## src/rtl/jstk_pkg.sv

```systemverilog
// rtl/jstk_pkg.sv - shared types, constants and direction decode for the joystick reader
package jstk_pkg;

    typedef enum logic [2:0] {
        ST_IDLE,
        ST_SETUP,
        ST_SHIFT,
        ST_GAP,
        ST_DONE
    } jstk_state_t;

    localparam int         NUM_BYTES = 5;
    localparam logic [7:0] CMD_BYTE  = 8'h80;

    localparam int POS_UP    = 0;
    localparam int POS_DOWN  = 1;
    localparam int POS_LEFT  = 2;
    localparam int POS_RIGHT = 3;

    // Strict compares: a reading exactly on a threshold counts as centred.
    function automatic logic [3:0] decode_pos(input logic [9:0] x, input logic [9:0] y,
                                              input logic [9:0] th_lo, input logic [9:0] th_hi);
        logic [3:0] p;
        p            = '0;
        p[POS_RIGHT] = (x > th_hi);
        p[POS_LEFT]  = (x < th_lo);
        p[POS_UP]    = (y > th_hi);
        p[POS_DOWN]  = (y < th_lo);
        return p;
    endfunction

endpackage

```

## src/rtl/spi_byte_shifter.sv

```systemverilog
// rtl/spi_byte_shifter.sv - 8-bit SPI mode-0 shift engine, runs while i_run is high
module spi_byte_shifter #(
    parameter int CLK_DIV = 50
) (
    input  logic       clk,
    input  logic       rst,
    input  logic       i_run,
    input  logic       i_load,
    input  logic [7:0] i_tx,
    input  logic       i_miso,
    output logic       o_sclk,
    output logic       o_mosi,
    output logic [7:0] o_rx,
    output logic       o_done
);
    localparam int CW = $clog2(CLK_DIV + 1);

    logic [CW-1:0] r_cnt;
    logic [2:0]    r_bit;
    logic          r_sclk;
    logic          r_mosi;
    logic [7:0]    r_tx;
    logic [7:0]    r_rx;
    logic          w_edge;

    assign w_edge = i_run && (r_cnt == CW'(CLK_DIV - 1));
    // Done coincides with the eighth falling edge so the caller can leave SHIFT on that edge.
    assign o_done = w_edge && r_sclk && (r_bit == 3'd7);
    assign o_sclk = r_sclk;
    assign o_mosi = r_mosi;
    assign o_rx   = r_rx;

    always_ff @(posedge clk) begin
        if (!rst) begin
            r_cnt  <= '0;
            r_bit  <= '0;
            r_sclk <= 1'b0;
            r_mosi <= 1'b0;
            r_tx   <= '0;
            r_rx   <= '0;
        end else begin
            if (!i_run) begin
                r_cnt  <= '0;
                r_bit  <= '0;
                r_sclk <= 1'b0;
            end else if (w_edge) begin
                r_cnt  <= '0;
                r_sclk <= ~r_sclk;
                if (!r_sclk) begin
                    r_rx <= {r_rx[6:0], i_miso};
                end else begin
                    r_bit <= r_bit + 3'd1;
                    if (r_bit != 3'd7) begin
                        r_mosi <= r_tx[6];
                        r_tx   <= {r_tx[6:0], 1'b0};
                    end
                end
            end else begin
                r_cnt <= r_cnt + CW'(1);
            end
            // A load presents the MSB on mosi before the first rising edge.
            if (i_load) begin
                r_tx   <= i_tx;
                r_mosi <= i_tx[7];
            end
        end
    end

endmodule

```

## src/rtl/jstk_reader.sv

```systemverilog
// rtl/jstk_reader.sv - PmodJSTK poller producing direction pulses and raw axis/button values
module jstk_reader
    import jstk_pkg::*;
#(
    parameter int CLK_DIV     = 50,
    parameter int CS_SETUP    = 1500,
    parameter int BYTE_GAP    = 1000,
    parameter int POLL_PERIOD = 10_000_000,
    parameter int TH_LO       = 256,
    parameter int TH_HI       = 768
) (
    input  logic       clk,
    input  logic       rst,
    input  logic       en,
    input  logic       miso,
    output logic       sclk,
    output logic       mosi,
    output logic       cs_n,
    output logic [3:0] jstkPos,
    output logic [9:0] x_pos,
    output logic [9:0] y_pos,
    output logic [2:0] btn,
    output logic       frame_valid
);
    localparam int PW   = $clog2(POLL_PERIOD);
    localparam int TMAX = (CS_SETUP > BYTE_GAP) ? CS_SETUP : BYTE_GAP;
    localparam int TW   = $clog2(TMAX + 1);

    jstk_state_t r_state;
    logic [PW-1:0] r_poll;
    logic [TW-1:0] r_tmr;
    logic [2:0]    r_byte;
    logic          r_started;
    logic [9:0]    r_xt;
    logic [9:0]    r_yt;

    logic       w_start;
    logic       w_done;
    logic       w_load;
    logic [7:0] w_tx;
    logic [7:0] w_rx;

    assign w_start = (r_state == ST_IDLE) && en &&
                     (!r_started || (r_poll == PW'(POLL_PERIOD - 1)));
    assign w_load  = w_start || w_done;
    assign w_tx    = w_start ? CMD_BYTE : 8'h00;

    spi_byte_shifter #(.CLK_DIV(CLK_DIV)) u_shift (
        .clk    (clk),
        .rst    (rst),
        .i_run  (r_state == ST_SHIFT),
        .i_load (w_load),
        .i_tx   (w_tx),
        .i_miso (miso),
        .o_sclk (sclk),
        .o_mosi (mosi),
        .o_rx   (w_rx),
        .o_done (w_done)
    );

    always_ff @(posedge clk) begin
        if (!rst) begin
            r_state     <= ST_IDLE;
            r_poll      <= '0;
            r_tmr       <= '0;
            r_byte      <= '0;
            r_started   <= 1'b0;
            r_xt        <= 10'd512;
            r_yt        <= 10'd512;
            cs_n        <= 1'b1;
            jstkPos     <= '0;
            x_pos       <= 10'd512;
            y_pos       <= 10'd512;
            btn         <= '0;
            frame_valid <= 1'b0;
        end else begin
            jstkPos     <= '0;
            frame_valid <= 1'b0;

            // Poll period is measured from frame start; idle with en low holds it at zero.
            if (w_start || (r_state == ST_IDLE && !en))
                r_poll <= '0;
            else
                r_poll <= r_poll + PW'(1);

            case (r_state)
                ST_IDLE: begin
                    if (w_start) begin
                        r_state   <= ST_SETUP;
                        r_started <= 1'b1;
                        cs_n      <= 1'b0;
                        r_tmr     <= '0;
                        r_byte    <= '0;
                    end
                end
                ST_SETUP: begin
                    if (r_tmr == TW'(CS_SETUP - 1)) r_state <= ST_SHIFT;
                    else                            r_tmr   <= r_tmr + TW'(1);
                end
                ST_SHIFT: begin
                    if (w_done) begin
                        case (r_byte)
                            3'd0:    r_xt[7:0] <= w_rx;
                            3'd1:    r_xt[9:8] <= w_rx[1:0];
                            3'd2:    r_yt[7:0] <= w_rx;
                            3'd3:    r_yt[9:8] <= w_rx[1:0];
                            default: ;
                        endcase
                        if (r_byte == 3'(NUM_BYTES - 1)) begin
                            r_state     <= ST_DONE;
                            cs_n        <= 1'b1;
                            x_pos       <= r_xt;
                            y_pos       <= r_yt;
                            btn         <= w_rx[2:0];
                            frame_valid <= 1'b1;
                            jstkPos     <= decode_pos(r_xt, r_yt, 10'(TH_LO), 10'(TH_HI));
                        end else begin
                            r_state <= ST_GAP;
                            r_tmr   <= '0;
                            r_byte  <= r_byte + 3'd1;
                        end
                    end
                end
                ST_GAP: begin
                    if (r_tmr == TW'(BYTE_GAP - 1)) r_state <= ST_SHIFT;
                    else                            r_tmr   <= r_tmr + TW'(1);
                end
                ST_DONE: r_state <= ST_IDLE;
                default: r_state <= ST_IDLE;
            endcase
        end
    end

endmodule

```

## config.mk

```make
export PLATFORM = sky130hd
export DESIGN_NAME = jstk_reader
export DESIGN_NICKNAME = d
export VERILOG_FILES = /design/src/rtl/jstk_pkg.sv /design/src/rtl/spi_byte_shifter.sv /design/src/rtl/jstk_reader.sv
export SDC_FILE = /design/constraint.sdc
export NUM_CORES = 1
export LEC_CHECK = 0
export ABC_AREA = 1
export CORE_MARGIN = 1.5
export CORE_UTILIZATION = 29
export CTS_BUF_LIST = sky130_fd_sc_hd__clkbuf_8
export DETAILED_ROUTE_END_ITERATION = 8
export GPL_TIMING_DRIVEN = 0
export PLACE_DENSITY = 0.46
export SYNTH_ARGS = -nofsm -noshare
export SYNTH_HDL_FRONTEND = slang
export SYNTH_SLANG_ARGS = --single-unit
```

## constraint.sdc

```tcl
create_clock -name clk -period 1.7 [get_ports clk]
set_input_delay 0.255 -clock clk [delete_from_list [all_inputs] [get_ports clk]]
set_output_delay 0.255 -clock clk [all_outputs]
set_load 0.01 [all_outputs]
```

* After elaboration in Yosys (flattened, before gate mapping)
Cells that the tools add are included.
** Operators by class
- Add/subtract/negate cells :: 5
- Magnitude comparators :: 4
- Equality and inequality tests :: 21
- Multiplexer cells :: 32
- Bitwise logic cells :: 3
- Reductions and logical operators :: 37
** Operators by type and width (count)
- two-way mux 11 bit :: 5
- one-hot mux 11 bit (4 select lines) :: 1
- two-way mux 7 bit :: 5
- adder 24 x 1 -> 24 bit (second input constant) :: 1
- equality test 24 bit (second input constant) :: 1
- two-way mux 3 bit :: 8
- AND reduction 3 bit :: 7
- greater-than comparator 10 bit (second input constant) :: 2
- less-than comparator 10 x 9 -> 1 bit (second input constant) :: 2
- AND reduction 4 bit :: 5
- inequality test 2 bit (second input constant) :: 8
- equality test 3 x 2 -> 1 bit (second input constant) :: 4
- one-hot mux 3 bit (4 select lines) :: 1
- adder 11 x 1 -> 11 bit (second input constant) :: 1
- equality test 11 x 10 -> 1 bit (second input constant) :: 1
- equality test 11 bit (second input constant) :: 1
- nonzero test 2 bit :: 5
- two-way mux 1 bit :: 9
- two-way mux 8 bit :: 1
- adder 3 x 1 -> 3 bit (second input constant) :: 2
- adder 6 x 1 -> 6 bit (second input constant) :: 1
- equality test 3 x 1 -> 1 bit (second input constant) :: 2
- equality test 3 bit (second input constant) :: 2
- equality test 6 bit (second input constant) :: 1
- other kinds (13) :: 26
** Storage, ports and cells
- Register bits after elaboration :: 117
- Bits of input ports :: 4
- Output and inout bits :: 31
- Logic and storage cells :: 123

* Longest topological paths before layout
Gate-level depths: netlist of run 1.
- Word-level depth :: 7
- Depth in mapped cells :: 12
- Gate-level depth less buffers :: 12

* By module
A second synthesis of run 1 with hierarchy kept.
** Second synthesis, totals
- Cells, all modules :: 710
- Area, all modules :: 5312.6 um^2
** Modules (own cells, without submodules)
- jstk_reader :: instances 1, cells an instance 560, area each 4149.0 um^2, sequential area each 1821.7 um^2
- spi_byte_shifter :: instances 1, cells an instance 150, area each 1163.6 um^2, sequential area each 520.5 um^2

* Least setup slack after synthesis of run 1
OpenSTA, ideal clock, no wires.
- Path type :: reg2reg
- Start :: register u_shift.r_cnt[0]
- End :: register y_pos[8]
- Setup time :: 0.114 ns
- Arrival time :: 1.518 ns
- Required time :: 1.586 ns
- Path slack :: 0.068 ns
- Stages on the path, launching flop included :: 10
- Buffers on the path :: 1
- Period minus slack after synthesis :: 1.632 ns
- Cells stage by stage :: dfxtp_1 -> ha_1 -> nand2_2 -> nor3_4 -> nand3_4 -> inv_2 -> a21oi_2 -> buf_2 -> nand2_1 -> o21ai_2
** On the way
- Longest elaborated chain between the ends :: 5
** Ends and longest elaborated chain
- start, declared :: line spi_byte_shifter.sv:18 : logic [CW-1:0] r_cnt;
- start signal, assigned :: line spi_byte_shifter.sv:59 : r_cnt <= r_cnt + CW'(1);
- equality test 6 bit :: line spi_byte_shifter.sv:26 : assign w_edge = i_run && (r_cnt == CW'(CLK_DIV - 1));
- logical AND 1 bit :: line spi_byte_shifter.sv:26
- logical AND 1 bit (2 in a row) :: line spi_byte_shifter.sv:28 : assign o_done = w_edge && r_sclk && (r_bit == 3'd7);
- AND reduction 3 bit (no line)
- end signal, assigned :: line jstk_reader.sv:113 : y_pos <= r_yt;
- end, declared :: line jstk_reader.sv:21 : output logic [9:0] y_pos,
No other way between the ends.
A chain may end at the register's enable or synchronous reset.

* Worst setup path in the final report of run 1
- Start :: register r_state[2]
- End :: register jstkPos[0]
** On the way
- Longest elaborated chain between the ends :: 5
** Ends and longest elaborated chain
- start, declared :: line jstk_reader.sv:29 : jstk_state_t r_state;
- start signal, assigned :: line jstk_reader.sv:63 : r_state <= ST_IDLE;
- start signal, assigned :: line jstk_reader.sv:89 : r_state <= ST_SETUP;
- start signal, assigned :: line jstk_reader.sv:97 : if (r_tmr == TW'(CS_SETUP - 1)) r_state <= ST_SHIFT;
- equality test 3 x 2 -> 1 bit * :: line jstk_reader.sv:51, jstk_reader.sv:86
- logical AND 1 bit :: line spi_byte_shifter.sv:26
- logical AND 1 bit (2 in a row) :: line spi_byte_shifter.sv:28
- AND reduction 4 bit (no line) *
- end signal, assigned :: line jstk_reader.sv:116 : jstkPos <= decode_pos(r_xt, r_yt, 10'(TH_LO), 10'(TH_HI));
- end, declared :: line jstk_reader.sv:19 : output logic [3:0] jstkPos,
Mark *: on every way between the ends. The rest lies on a longest branch, timed or not.

==> out/qor.csv, run 1 <==
stage;metric;value;unit
synth;synth_area_leaders;dfxtp_1 (46%), nand2_1 (10%), nor2_1 (6.9%);
cts;cts_tree;done;
pwr;vdd_drop_max;367;uV
finish;final_cell_mix;nand2_1 (112), dfxtp_1 (93), nor2_1 (79);
cts;cts_buffer_depth;2;
floorplanning;dieArea;17200;um^2
setup_path;cp.arrival;2040;ps
setup_path;cpMaxStageDelayCell;dfxtp_2;
placed_design;place_congestion;0.826;
pwr;powerDensity;884;nW/um^2
global_route;grt_max_degree;18;
routing;drt-initial-drc-count;150;
cts;numCtsBuffers;9;
routing;wl_per_cell;12.5;um
routing;drc;0;
timing;finalSetupViolCount;15;
routing;wirelength;11.5;mm
cts;clock_sinks;110;
setup_path;worstPathCellList;nor2_4 -> nand2_4 -> nor3_4 -> nand3_4 -> inv_4 -> nand3_4 -> buf_12 -> nor3_4;
setup_path;start_kind;register;
timing;final-hold-violation-count;0;
synth;syn_inst;623;
synth;synth_top_area_share;46.4;%
global_route;gr-total-overflow;0;
floorplanning;die_w;131;um
global_route;grt_pass1_vias;3840;
cts;cts_htree_levels;3;
routing;routed_via_density;4.40;
synth;synth_fp_nets;638;
timing;rsz0062_at_grt;yes;
finish;fin_area;6260;um^2
floorplanning;core_area;15900;um^2
synth;avgSynthCellArea;7.63;um^2
finish;final_util;39.2;%
setup_path;critPathMaxFanout;7;
pwr;p_leak;2.40;nW
floorplanning;ioPinCount;35;
setup_path;critPathCaptureType;register;
min_path;hp-class;input pin to register;
timing;fin_crit;1730;ps
placed_design;dpl-instance-area;5350;um^2
outcome;violations;setup timing;
synth;synth.distinct_cells;42;
synth;ys.flop_type;dfxtp_1;
finish;antenna_cells;0;
synth;ys_async_sr_fraction;0;%
timing;whs;371;ps
routing;ant_nets;0;
min_path;worstHoldPathCells;3;
synth;ys_seq_area_share;46.4;%
global_route;grt_usage;13.9;%
placed_design;hpwl;7.86;mm
cts;cts.clk_slew.worst_paths;100;ps
timing;worstMarginPinSlew;593;ps
global_route;grt_pass1_wl;18.3;mm
cts;cts_root_buf;clkbuf_8;
setup_path;cp_num_cells;8;
floorplanning;std_cell_rows;46;
synth;ys_seq_elements;110;
setup_path;path_delay_family;simple AND/OR/NAND/NOR gates;
routing;vias;4048;
floorplanning;start_util;29.8;%
synth;ys_warn_count;0;
finish;drive_above_1_share;25.6;%
synth;synth_edf_count;0;
timing;worst_slack;-26.3;ps
synth;yosysTopAreaCell;dfxtp_1;
flow_run;maxCapViolations;0;
setup_path;path_class;register to register;
placed_design;port_buffers;33;
routing;drtPass1Iterations;4;
setup_path;critical_path_required;2020;ps
timing;fin_skew;13.3;ps
timing;min_period_over_period;102;%
outcome;outcome;finished with violations;
finish;mostFrequentLayoutCell;nand2_1;
finish;fillers;1671;
timing;slew_headroom;60.4;%
setup_path;path_buf_inv;2;
setup_path;critPathMaxStageDelay;350;ps
floorplanning;die_y;131;um
global_route;antenna_found_initial;0;
cts;clkLatencyLatePin;390;ps
finish;area_delta_synth_final;31.7;%
timing;tns;-112;ps
finish;nets;714;
timing;slew_viol_final;0;
synth;synth_area;4750;um^2
setup_path;r2r_cells;8;
timing;fmax;579;MHz
-- cell families (layout without fill, tap and decap cells) --
family                   after synthesis  in the layout  share of synthesized area (%)
buffers and inverters                101            182                           8.88
AO/OA/AOI/OAI                        104            104                           12.7
flip-flops                           110            110                           46.4
XOR/XNOR                              14             14                           2.58
AND/OR/NAND/NOR                      283            283                           26.6
adder cells (fa/ha/maj)               11             11                           2.90
-- cell type report --
type | count | area, um^2 | area share, %
Buffer | 17 | 163 | 2.60
Clock buffer | 10 | 138 | 2.20
Clock inverter | 6 | 37.5 | 0.600
Inverter | 84 | 323 | 5.16
Multi-Input combinational cell | 412 | 2470 | 39.5
Sequential cell | 110 | 2230 | 35.7
Tap cell | 216 | 270 | 4.32
Timing Repair Buffer | 65 | 624 | 9.98
-- worst reg2reg max path, cell delays in order, from the launching register on --
cell and delay (ps):
dfxtp_2 350, nor2_4 130, nand2_4 80, nor3_4 260, nand3_4 190, inv_4 120, nand3_4 180, buf_12 240
nor3_4 110
-- metrics by stage --
stage | worst slack (ps) | std cells | power, mW
2_1_floorplan | 67.9 | 623 | 3.63
3_3_place_gp | -197 | 872 | 3.87
3_5_place_dp | -200 | 872 | 3.89
4_1_cts | -29.2 | 907 | 5.55
5_1_grt | -189 | 920 | 5.90
6_report | -26.3 | 920 | 5.53
-- cell usage after synthesis (2+ instances only) --
library cell,n
nor2_4,2
nand3_4,2
nor4_1,2
ha_1,11
buf_6,3
or2_2,2
o21ai_2,10
a21oi_1,36
buf_2,4
clkbuf_1,5
inv_2,5
nand3_1,19
nand2_2,3
nand4_1,10
buf_4,4
nand2_1,130
o21bai_1,2
nor3b_1,3
a211oi_1,8
o21ai_1,10
nor2_2,4
a22oi_1,2
nor3_1,9
xnor2_1,7
o21ai_0,30
nand3_2,2
nor3_2,4
inv_1,79
xor2_1,7
nor2_1,87
dfxtp_1,110
-- state kept, by name, indices dropped and copies added, names as in the netlist, 6 cells and up --
signal / cells
r_poll: 24
r_yt: 10
u_shift.o_rx: 8
u_shift.r_cnt: 6
r_xt: 10
x_pos: 10
r_tmr: 11
y_pos: 10
-- where the power goes --
part           switching (mW)  internal (mW)  total [mW]
combinational           0.710          0.488        1.20
sequential              0.141           2.72        2.86
clock                   0.906          0.569        1.47
total                    1.76           3.78        5.53
-- final timing paths --
check	from	end	slack, ps
worst max-delay path	r_state[2]	jstkPos[0]	-30
worst min-delay path	rst	r_yt[2]	370
worst max register to register	r_state[2]	jstkPos[0]	-30
worst min register to register	x_pos[8]	x_pos[8]	460
-- timing repair --
action                                  4_1_cts  5_1_grt
gates resized for setup                      49      108
gates cloned                                  4        2
hold buffers                                  0        0
pin swaps                                     8       18
setup buffers                                15       11
endpoints found under the setup margin       90       94
-- metal layers --
metal | vias up | wire, um | global-route usage (%)
li1 | 2147 | - | -
met1 | 1866 | 5840 | 18.2
met2 | 30 | 5270 | 22.0
met3 | 5 | 279 | 4.07
met4 | 0 | 63 | 4.33
met5 | - | 0 | 0
Note: power is estimated with default switching activity, not from simulation.
==> run 2, diff against run 1 <==
--- a/config.mk
+++ b/config.mk
@@ -11,6 +11,7 @@
 export CTS_BUF_LIST = sky130_fd_sc_hd__clkbuf_8
 export DETAILED_ROUTE_END_ITERATION = 8
 export GPL_TIMING_DRIVEN = 0
+export HOLD_SLACK_MARGIN = 0.02
 export PLACE_DENSITY = 0.46
 export SYNTH_ARGS = -nofsm -noshare
 export SYNTH_HDL_FRONTEND = slang
==> constraint.sdc (replaced) <==
create_clock -name clk -period 1.4 [get_ports clk]
set_input_delay 0.21 -clock clk [delete_from_list [all_inputs] [get_ports clk]]
set_output_delay 0.21 -clock clk [all_outputs]
set_load 0.01 [all_outputs]
==> run 2 against run 1 <==
The run still ends with setup timing left. First-iteration DRC count is 44% higher. Via count increased by 4.1%. Routed wire length grew 2.5%. Largest power group unchanged. Highest routed layer unchanged. Clock power up 30%. Fmax up 1.1%. Core utilization up 3.0 points.
==> out/qor.csv, run 2 (synthesized netlist as in run 1, its figures left out) <==
stage;metric;value;unit;change
routing;vias;4215;;+4.1%
setup_path;critical_path_required;1720;ps;-300 ps
finish;multi_input_area;2730;um^2;+10%
floorplanning;ioPinCount;35;;unchanged
global_route;antenna_found_initial;0;;unchanged
timing;fin_crit;1710;ps;-18.9 ps
global_route;gr-total-overflow;0;;unchanged
floorplanning;std_cell_rows;46;;unchanged
setup_path;path_delay_family;simple AND/OR/NAND/NOR gates;;
outcome;outcome;finished with violations;;
finish;mostFrequentLayoutCell;nand2_1;;
setup_path;path_class;register to register;;
min_path;hp-class;input pin to register;;
cts;cts_tree;done;;
timing;tns;-18890;ps;-18780 ps
finish;antenna_cells;0;;unchanged
cts;clkLatencyLatePin;400;ps;about the same
placed_design;placed_cells_incl_taps;872;;unchanged
routing;drc;0;;unchanged
routing;wirelength;11.7;mm;+2.5%
timing;final-hold-violation-count;0;;unchanged
floorplanning;die_y;131;um;unchanged
finish;final_util;42.2;%;+3.0 points
setup_path;start_kind;register;;
finish;fillers;1649;;-1.3%
timing;min_period_over_period;122;%;+20 points
placed_design;port_buffers;33;;unchanged
timing;slew_headroom;52.3;%;-8.1 points
finish;largest-register;r_poll;;
pwr;fin_total_pwr;7.06;mW;+28%
setup_path;cpMostUsedCell;buf_6;;
global_route;grt_usage;14.4;%;+0.56 points
finish;final_cell_mix;nand2_1 (101), dfxtp_1 (87), nor2_1 (72);;
setup_path;critPathCaptureType;register;;
setup_path;critPathMaxFanout;8;;+1
routing;ant_nets;0;;unchanged
setup_path;path_buf_inv;3;;+1
placed_design;place_congestion;0.763;;-7.7%
timing;fin_skew;15.0;ps;+1.76 ps
setup_path;worstPathCellList;inv_2 -> ha_4 -> nand2_4 -> nor3_4 -> nand3_4 -> buf_6 -> nor2_4 -> buf_6 -> o21ai_2 -> a21oi_1;;
timing;whs;241;ps;-130 ps
timing;fmax;586;MHz;+1.1%
pwr;powerDensity;1050;nW/um^2;+19%
cts;cts_root_buf;clkbuf_8;;
setup_path;cp_num_cells;10;;+2
finish;top_regs;r_poll x24, r_tmr x11;;
timing;slew_viol_final;0;;unchanged
floorplanning;core_area;15900;um^2;unchanged
timing;worst_slack;-307;ps;-281 ps
setup_path;r2r_cells;10;;+2
routing;wl_per_cell;12.5;um;about the same
finish;largest_register_ffs;24;;unchanged
placed_design;hpwl;7.96;mm;+1.3%
timing;worstMarginPinSlew;715;ps;+122 ps
finish;fin_area;6740;um^2;+7.6%
setup_path;critPathMaxStageDelay;340;ps;about the same
global_route;grt_pass1_wl;19.2;mm;+4.4%
floorplanning;start_util;29.8;%;unchanged
cts;cts_htree_levels;3;;unchanged
flow_run;maxCapViolations;0;;unchanged
finish;seq_area;2240;um^2;+0.45%
finish;area_delta_synth_final;41.8;%;
cts;cts.clk_slew.worst_paths;120;ps;+20 ps
finish;drive_above_1_share;35.5;%;+9.9 points
timing;finalSetupViolCount;101;;+86
cts;numCtsBuffers;9;;unchanged
setup_path;cp.arrival;2030;ps;about the same
setup_path;cpMaxStageDelayCell;dfxtp_2;;
finish;layout.cells.non_filler;943;;+2.5%
cts;clock_sinks;110;;unchanged
pwr;vdd_drop_max;570;uV;+55%
timing;rsz0062_at_grt;yes;;
placed_design;dpl-instance-area;5530;um^2;+3.3%
floorplanning;die_w;131;um;unchanged
outcome;violations;setup timing;;
finish;nets;737;;+3.2%
floorplanning;dieArea;17200;um^2;unchanged
routing;drt-initial-drc-count;216;;+44%
min_path;worstHoldPathCells;3;;unchanged
routing;drtPass1Iterations;4;;unchanged
cts;cts_buffer_depth;2;;unchanged
placed_design;dp_slack;-439;ps;-239 ps
routing;routed_via_density;4.47;;+1.6%
global_route;grt_max_degree;21;;+3
global_route;grt_pass1_vias;3941;;+2.6%
pwr;p_leak;2.81;nW;+17%
==> run 2: tightest hold or removal path: stages <==
cell and delay [ps]:
clkbuf_2 200, o21ai_0 150, a21oi_2 40
==> run 2: path summary, 6_finish.rpt <==
| kind | from | to | slack (ps) |
|---|---|---|---|
| min | rst | r_yt[0] | 240 |
| max reg2reg | u_shift.r_cnt[1] | r_yt[6] | -310 |
| max | u_shift.r_cnt[1] | r_yt[6] | -310 |
| min reg2reg | r_byte[0] | r_byte[0] | 470 |
==> run 2: metal layers <==
metal	global-route usage [%]	vias to the layer above	wire length, um
li1	-	2188	-
met1	18.7	1967	5840
met2	23.7	51	5430
met5	0	-	0
met3	3.99	9	356
met4	3.68	0	125
==> run 2: power by group <==
group / switching (mW) / total [mW] / internal [mW]
clock: 1.21 / 1.91 / 0.693
combinational: 0.961 / 1.69 / 0.725
sequential: 0.173 / 3.47 / 3.30
total: 2.35 / 7.06 / 4.71
==> run 2: area by class of cell <==
cell class	count	area share (%)
Multi-Input combinational cell	412	40.5
Tap cell	216	4.01
Clock inverter	7	0.929
Inverter	84	4.87
Buffer	17	2.43
Clock buffer	9	1.84
Sequential cell	110	33.3
Timing Repair Buffer	88	12.1
==> run 2: what timing repair did <==
item,CTS,global route
endpoints found under the setup margin,132,105
cloned,5,2
buffers inserted,31,18
pin swaps,32,27
resized for setup,128,91
hold buffers,0,0
